===== config.mk =====
export PLATFORM = sky130hd
export DESIGN_NAME = load_store_unit
export DESIGN_NICKNAME = d
export VERILOG_FILES = /design/src/rtl/load_store_unit_pkg.sv /design/src/rtl/lsu_align.sv /design/src/rtl/load_store_unit.sv
export SDC_FILE = /design/constraint.sdc
export NUM_CORES = 1
export LEC_CHECK = 0
export CAP_MARGIN = 30
export CORE_ASPECT_RATIO = 1.5
export CORE_UTILIZATION = 55
export DETAILED_ROUTE_END_ITERATION = 16
export DONT_BUFFER_PORTS = 1
export PLACE_DENSITY = 0.82
export SLEW_MARGIN = 40
export SYNTH_ARGS = -nofsm -noshare
export SYNTH_HDL_FRONTEND = slang
export SYNTH_HIERARCHICAL = 1
export SYNTH_SLANG_ARGS = --single-unit

===== constraint.sdc =====
create_clock -name clk -period 1.8 [get_ports clk]
set_input_delay 0.27 -clock clk [delete_from_list [all_inputs] [get_ports clk]]
set_output_delay 0.27 -clock clk [all_outputs]
set_load 0.1 [all_outputs]

===== src/rtl/load_store_unit_pkg.sv =====
// Shared definitions for the load/store path: access-size codes and LSU FSM states.
// Imported by load_store_unit, lsu_align and the execute/decode stages.
package load_store_unit_pkg;

  localparam int DATA_W = 32;
  localparam int ADDR_W = 9;

  localparam logic [1:0] SZ_BYTE = 2'b00;
  localparam logic [1:0] SZ_HALF = 2'b01;
  localparam logic [1:0] SZ_WORD = 2'b10;

  typedef enum logic [1:0] {
    IDLE    = 2'd0,
    LD_RESP = 2'd1,
    RMW_WR  = 2'd2
  } lsu_state_e;

  // The reserved encoding 2'b11 behaves as a word access.
  function automatic logic [1:0] norm_size(input logic [1:0] s);
    return (s == 2'b11) ? SZ_WORD : s;
  endfunction

endpackage


===== src/rtl/lsu_align.sv =====
// Combinational byte-lane logic for the LSU: load extract/extend and store lane merge.
// Little-endian lanes; halfword lanes are chosen by lane[1] only.
module lsu_align
  import load_store_unit_pkg::*;
(
  input  logic [DATA_W-1:0] rd_word,
  input  logic [1:0]        lane,
  input  logic [1:0]        size,
  input  logic              unsigned_ld,
  input  logic [15:0]       st_data,
  output logic [DATA_W-1:0] ld_ext,
  output logic [DATA_W-1:0] merged
);

  logic [7:0]  byte_sel;
  logic [15:0] half_sel;

  function automatic logic [DATA_W-1:0] extend8(input logic [7:0] b, input logic uns);
    logic signed [7:0] sb;
    sb = b;
    return uns ? DATA_W'(b) : DATA_W'(sb);
  endfunction

  function automatic logic [DATA_W-1:0] extend16(input logic [15:0] h, input logic uns);
    logic signed [15:0] sh;
    sh = h;
    return uns ? DATA_W'(h) : DATA_W'(sh);
  endfunction

  always_comb begin
    case (lane)
      2'd0:    byte_sel = rd_word[7:0];
      2'd1:    byte_sel = rd_word[15:8];
      2'd2:    byte_sel = rd_word[23:16];
      default: byte_sel = rd_word[31:24];
    endcase
    half_sel = lane[1] ? rd_word[31:16] : rd_word[15:0];

    case (size)
      SZ_BYTE: ld_ext = extend8(byte_sel, unsigned_ld);
      SZ_HALF: ld_ext = extend16(half_sel, unsigned_ld);
      default: ld_ext = rd_word;
    endcase
  end

  // Only the addressed lanes take new data; the rest keep the word just read.
  always_comb begin
    merged = rd_word;
    case (size)
      SZ_BYTE: begin
        case (lane)
          2'd0:    merged[7:0]   = st_data[7:0];
          2'd1:    merged[15:8]  = st_data[7:0];
          2'd2:    merged[23:16] = st_data[7:0];
          default: merged[31:24] = st_data[7:0];
        endcase
      end
      SZ_HALF: begin
        if (lane[1]) merged[31:16] = st_data;
        else         merged[15:0]  = st_data;
      end
      default: merged = rd_word;
    endcase
  end

endmodule


===== src/rtl/load_store_unit.sv =====
// Memory-stage load/store unit: word stores in one cycle, loads and sub-word RMW stores in two.
// Optional alignment checking (misaligned output) when ALIGN_CHECK_EN is defined.
module load_store_unit
  import load_store_unit_pkg::*;
(
  input  logic              clk,
  input  logic              reset,
  input  logic              req_valid,
  input  logic              mem_read,
  input  logic              mem_write,
  input  logic [1:0]        size,
  input  logic              unsigned_ld,
  input  logic [ADDR_W-1:0] byte_addr,
  input  logic [DATA_W-1:0] store_data,
  output logic [6:0]        ram_addr,
  output logic              ram_we,
  output logic [DATA_W-1:0] ram_din,
  input  logic [DATA_W-1:0] ram_dout,
  output logic [DATA_W-1:0] load_data,
  output logic              load_valid,
  output logic              stall
`ifdef ALIGN_CHECK_EN
  ,
  output logic              misaligned
`endif
);

  lsu_state_e        state, state_nxt;
  logic [1:0]        sz_p0;
  logic              is_wr_p0, is_rd_p0, mis_p0, go_p0, cap_p0;
  logic [ADDR_W-1:0] addr_p1;
  logic [1:0]        size_p1;
  logic              uns_p1;
  logic [15:0]       wdata_p1;
  logic [DATA_W-1:0] ld_ext, merged;

  // Stage p0: request decode in IDLE; a write wins over a simultaneous read.
  assign sz_p0    = norm_size(size);
  assign is_wr_p0 = mem_write;
  assign is_rd_p0 = mem_read & ~mem_write;

`ifdef ALIGN_CHECK_EN
  assign mis_p0 = ((sz_p0 == SZ_HALF) & byte_addr[0]) |
                  ((sz_p0 == SZ_WORD) & (byte_addr[1:0] != 2'b00));
`else
  assign mis_p0 = 1'b0;
`endif

  assign go_p0 = req_valid & (is_wr_p0 | is_rd_p0) & ~mis_p0;

  always_comb begin
    state_nxt = state;
    ram_addr  = byte_addr[ADDR_W-1:2];
    ram_we    = 1'b0;
    ram_din   = store_data;
    stall     = 1'b0;
    cap_p0    = 1'b0;
    case (state)
      IDLE: begin
        if (go_p0) begin
          if (is_wr_p0 && (sz_p0 == SZ_WORD)) begin
            ram_we = 1'b1;
          end else begin
            stall     = 1'b1;
            cap_p0    = 1'b1;
            state_nxt = is_wr_p0 ? RMW_WR : LD_RESP;
          end
        end
      end
      LD_RESP: begin
        ram_addr  = addr_p1[ADDR_W-1:2];
        state_nxt = IDLE;
      end
      RMW_WR: begin
        ram_addr  = addr_p1[ADDR_W-1:2];
        ram_we    = 1'b1;
        ram_din   = merged;
        state_nxt = IDLE;
      end
      default: state_nxt = IDLE;
    endcase
    // An abandoned RMW must never leak a partial write while reset is held.
    if (reset) begin
      ram_we = 1'b0;
      stall  = 1'b0;
    end
  end

  // Stage p1: captured request for the second cycle of loads and RMW stores.
  always_ff @(posedge clk) begin
    if (cap_p0) begin
      addr_p1  <= byte_addr;
      size_p1  <= sz_p0;
      uns_p1   <= unsigned_ld;
      wdata_p1 <= store_data[15:0];
    end
  end

  lsu_align u_align (
    .rd_word     (ram_dout),
    .lane        (addr_p1[1:0]),
    .size        (size_p1),
    .unsigned_ld (uns_p1),
    .st_data     (wdata_p1),
    .ld_ext      (ld_ext),
    .merged      (merged)
  );

  // Stage p2: registered load result and pulse.
  always_ff @(posedge clk or posedge reset) begin
    if (reset) begin
      state      <= IDLE;
      load_valid <= 1'b0;
      load_data  <= '0;
    end else begin
      state      <= state_nxt;
      load_valid <= (state == LD_RESP);
      if (state == LD_RESP) load_data <= ld_ext;
    end
  end

`ifdef ALIGN_CHECK_EN
  always_ff @(posedge clk or posedge reset) begin
    if (reset) misaligned <= 1'b0;
    else       misaligned <= (state == IDLE) & req_valid & (mem_read | mem_write) & mis_p0;
  end
`endif

endmodule


==> results.cfg <==
[cells_and_area]
areaGrowthSynthToFinish_pct = 34.1
n_fill_cell = 543
stdcell_area_um2 = 6350
nets = 576
drive_gt1_share_pct = 56.5
n_antenna_cell = 0
most-common-layout-cells = mux2_4 (91), buf_4 (61), nand2_1 (41), dfrtp_1 (35), edfxtp_1 (28)
final_common_cell = mux2_4

[detailed_routing]
drtAntennaViolNets = 0
vias = 3856
wl_per_cell_um = 24.8
dr.pass1.iters = 6
drc_errors = 0
routed_via_density = 6.38
drt_wl_total_um = 15000
drt_iter0_markers = 394

[outcome]
violations = setup timing
status = finished, violations left

[timing]
slew_headroom_pct = 69.8
fin_ws_ns = -0.665
hold_viol = 0
fin_crit_sh_pct = 137
finClkSkew_ns = 0.00832
slew_violations = 0
rsz0062_at_grt = yes
worst-slew-pin-transition_ns = 0.454
setup-violations-final = 72
max_freq_ghz = 0.406
period_needed_ns = 2.47

[yosys]
synth_cell_types = 46
synthCells = 414
ys_seq_area_share_pct = 36.3
synth_edf_count = 28
syn_avg_cell_area_um2 = 11.4
synth_seq_cells = 63
synth_area_leader_cell = mux2_4
yosysWarnings = 6
synth_top_cells_by_area = mux2_4 (20%), dfrtp_1 (18%), edfxtp_1 (18%), mux2_2 (7.6%), nand2_1 (3.5%)
yosys_most_used_dff = dfrtp_1
postSynth.asyncResetShare_pct = 55.6
synth_area_um2 = 4730
synth_top_area_share_pct = 20.3
syn_nets = 498

[critical_path]
slowest_delay_ns = 0.49
arrival_ns = 2.20
rrSetupSlack_ns = -0.39
cpMaxStageDelayCell = edfxtp_1
critical_path.top_delay_family = multiplexers
worst_setup_path_start_kind = flop
path_cells = buf_6, buf_12, nor3_4, buf_6, mux2_4, mux2_4
reg2reg_to = load_data[25]
worstPathRequired_ns = 1.53
crit_buf_inv = 3
rr_worst_depth = 10
end_kind = output pin
r2r_start = addr_p1[1]
crit_path_max_fanout = 5
critical_path_class = flop to output pin

[floorplanning]
start_util_pct = 56.6
dieArea_um2 = 8990
rows = 41
pin_count = 155
core_um2 = 8360
die_h_um = 116
die_x_um = 77.8

[cts]
clk_root_buffer_cell = clkbuf_16
path_clk_slew_ns = 0.06
htreeDepth = 3
cts_max_path_buffers = 2
cts_tree = done
insertion_delay_ns = 0.34
cts_inserted_buffers = 9
cts_sinks = 63

[place]
hpwl_um = 10400
placed_area_um2 = 5470
place_congestion = 1.00
portBuffers = 0

[min_path]
min_from = byte_addr[7]
hold_depth = 0
worstHoldEndpoint = addr_p1[7]
min_path_type = input port to flop

[global_route]
antenna_found_initial = 0
first_global_vias = 3794
track_usage_pct = 32.0
overflow = 0
grt_pass1_wl_um = 21100
grt_max_degree = 36

[job]
drv_cap = 0
[synthesized netlist by cell type, drive strengths merged (4+ instances only)]
library cell  number
a211oi             6
a221o              9
a221oi            16
a2bb2oi            8
buf               25
clkbuf            10
dfrtp             35
edfxtp            28
inv               22
mux2              96
mux4               6
nand2             45
nand2b             4
nor2              36
nor2b              9
o21ai             13
o22a               8
o22ai             16
[worst max-delay path by stage]
stage / end / cells past startpoint / start / slack (ns)
after floorplan: ram_din[0] / 5 / addr_p1[0] / -0.25
after global placement: ram_din[6] / 6 / addr_p1[1] / -0.32
after detailed placement: ram_din[3] / 6 / addr_p1[1] / -0.35
after CTS: ram_din[3] / 6 / addr_p1[1] / -0.64
after global routing: ram_din[9] / 6 / size_p1[1] / -0.74
final: ram_din[3] / 6 / addr_p1[1] / -0.67
[kinds of logic (layout without fill, tap and decap cells)]
family	Yosys count	count (layout)	synth area share, %
and+or+nand+nor	106	106	10.4
muxes	103	103	31.3
AOI/OAI and AO/OA	82	82	13.3
DFF	63	63	36.3
buffers and inverters	57	140	8.01
adders and majority gates	3	3	0.793
[metal layers]
metal	global-route usage (%)	vias to the layer above	share of wire, %
met3	6.46	61	7.3
met1	35.2	1882	35
met2	55.6	227	52
met5	0	-	0
li1	-	1686	-
met4	22.0	0	6.2
[timing repair]
| action | 4_1_cts | 5_1_grt |
|---|---|---|
| pin swaps | 8 | 23 |
| setup buffers | 12 | 8 |
| endpoints found under the setup margin | 72 | 73 |
| hold buffers | 1 | 0 |
| endpoints found under the hold margin | 35 | 0 |
| cloned | 1 | 0 |
| resized for setup | 63 | 51 |
[per-stage QoR]
| step | hold WS (ns) | setup WS, ns | util, % | cells | setup TNS [ns] |
|---|---|---|---|---|---|
| CTS | 0.0192 | -0.641 | 73.1 | 598 | -26.88 |
| floorplan | 0.220 | -0.252 | - | 414 | -5.82 |
| detailed placement | 0.298 | -0.349 | 65.4 | 568 | -15.50 |
| finish | 0.0224 | -0.665 | 75.9 | 604 | -28.64 |
| global placement | 0.285 | -0.321 | 65.4 | 568 | -14.70 |
| global route | 0.0175 | -0.740 | 75.9 | 604 | -32.35 |
[registers in the layout (all words and copies together) (netlist names)]
signal / count
state: 2
load_valid: 1
load_data: 32
uns_p1: 1
addr_p1: 9
wdata_p1: 16
size_p1: 2
[layout make-up]
| cell class | instances | area (um2) | share of cell area, % |
|---|---|---|---|
| Sequential cell | 63 | 1720 | 27.0 |
| Inverter | 22 | 88.8 | 1.40 |
| Tap cell | 107 | 134 | 2.11 |
| Multi-Input combinational cell | 294 | 3040 | 47.9 |
| Timing Repair Buffer | 102 | 1080 | 17.0 |
| Clock buffer | 11 | 253 | 3.98 |
| Clock inverter | 5 | 31.3 | 0.493 |
[worst register-to-register path, delay by kind of cell, from the launching register on]
kind | cells | cell delay, ns
buffers and inverters | 5 | 0.75
DFF | 1 | 0.49
muxes | 2 | 0.53
AOI/OAI and AO/OA | 1 | 0.16
and+or+nand+nor | 2 | 0.16
Power is left out: the tool's default activity adds up to more than one toggle a clock period on the data nets, which glitch-free logic cannot reach.
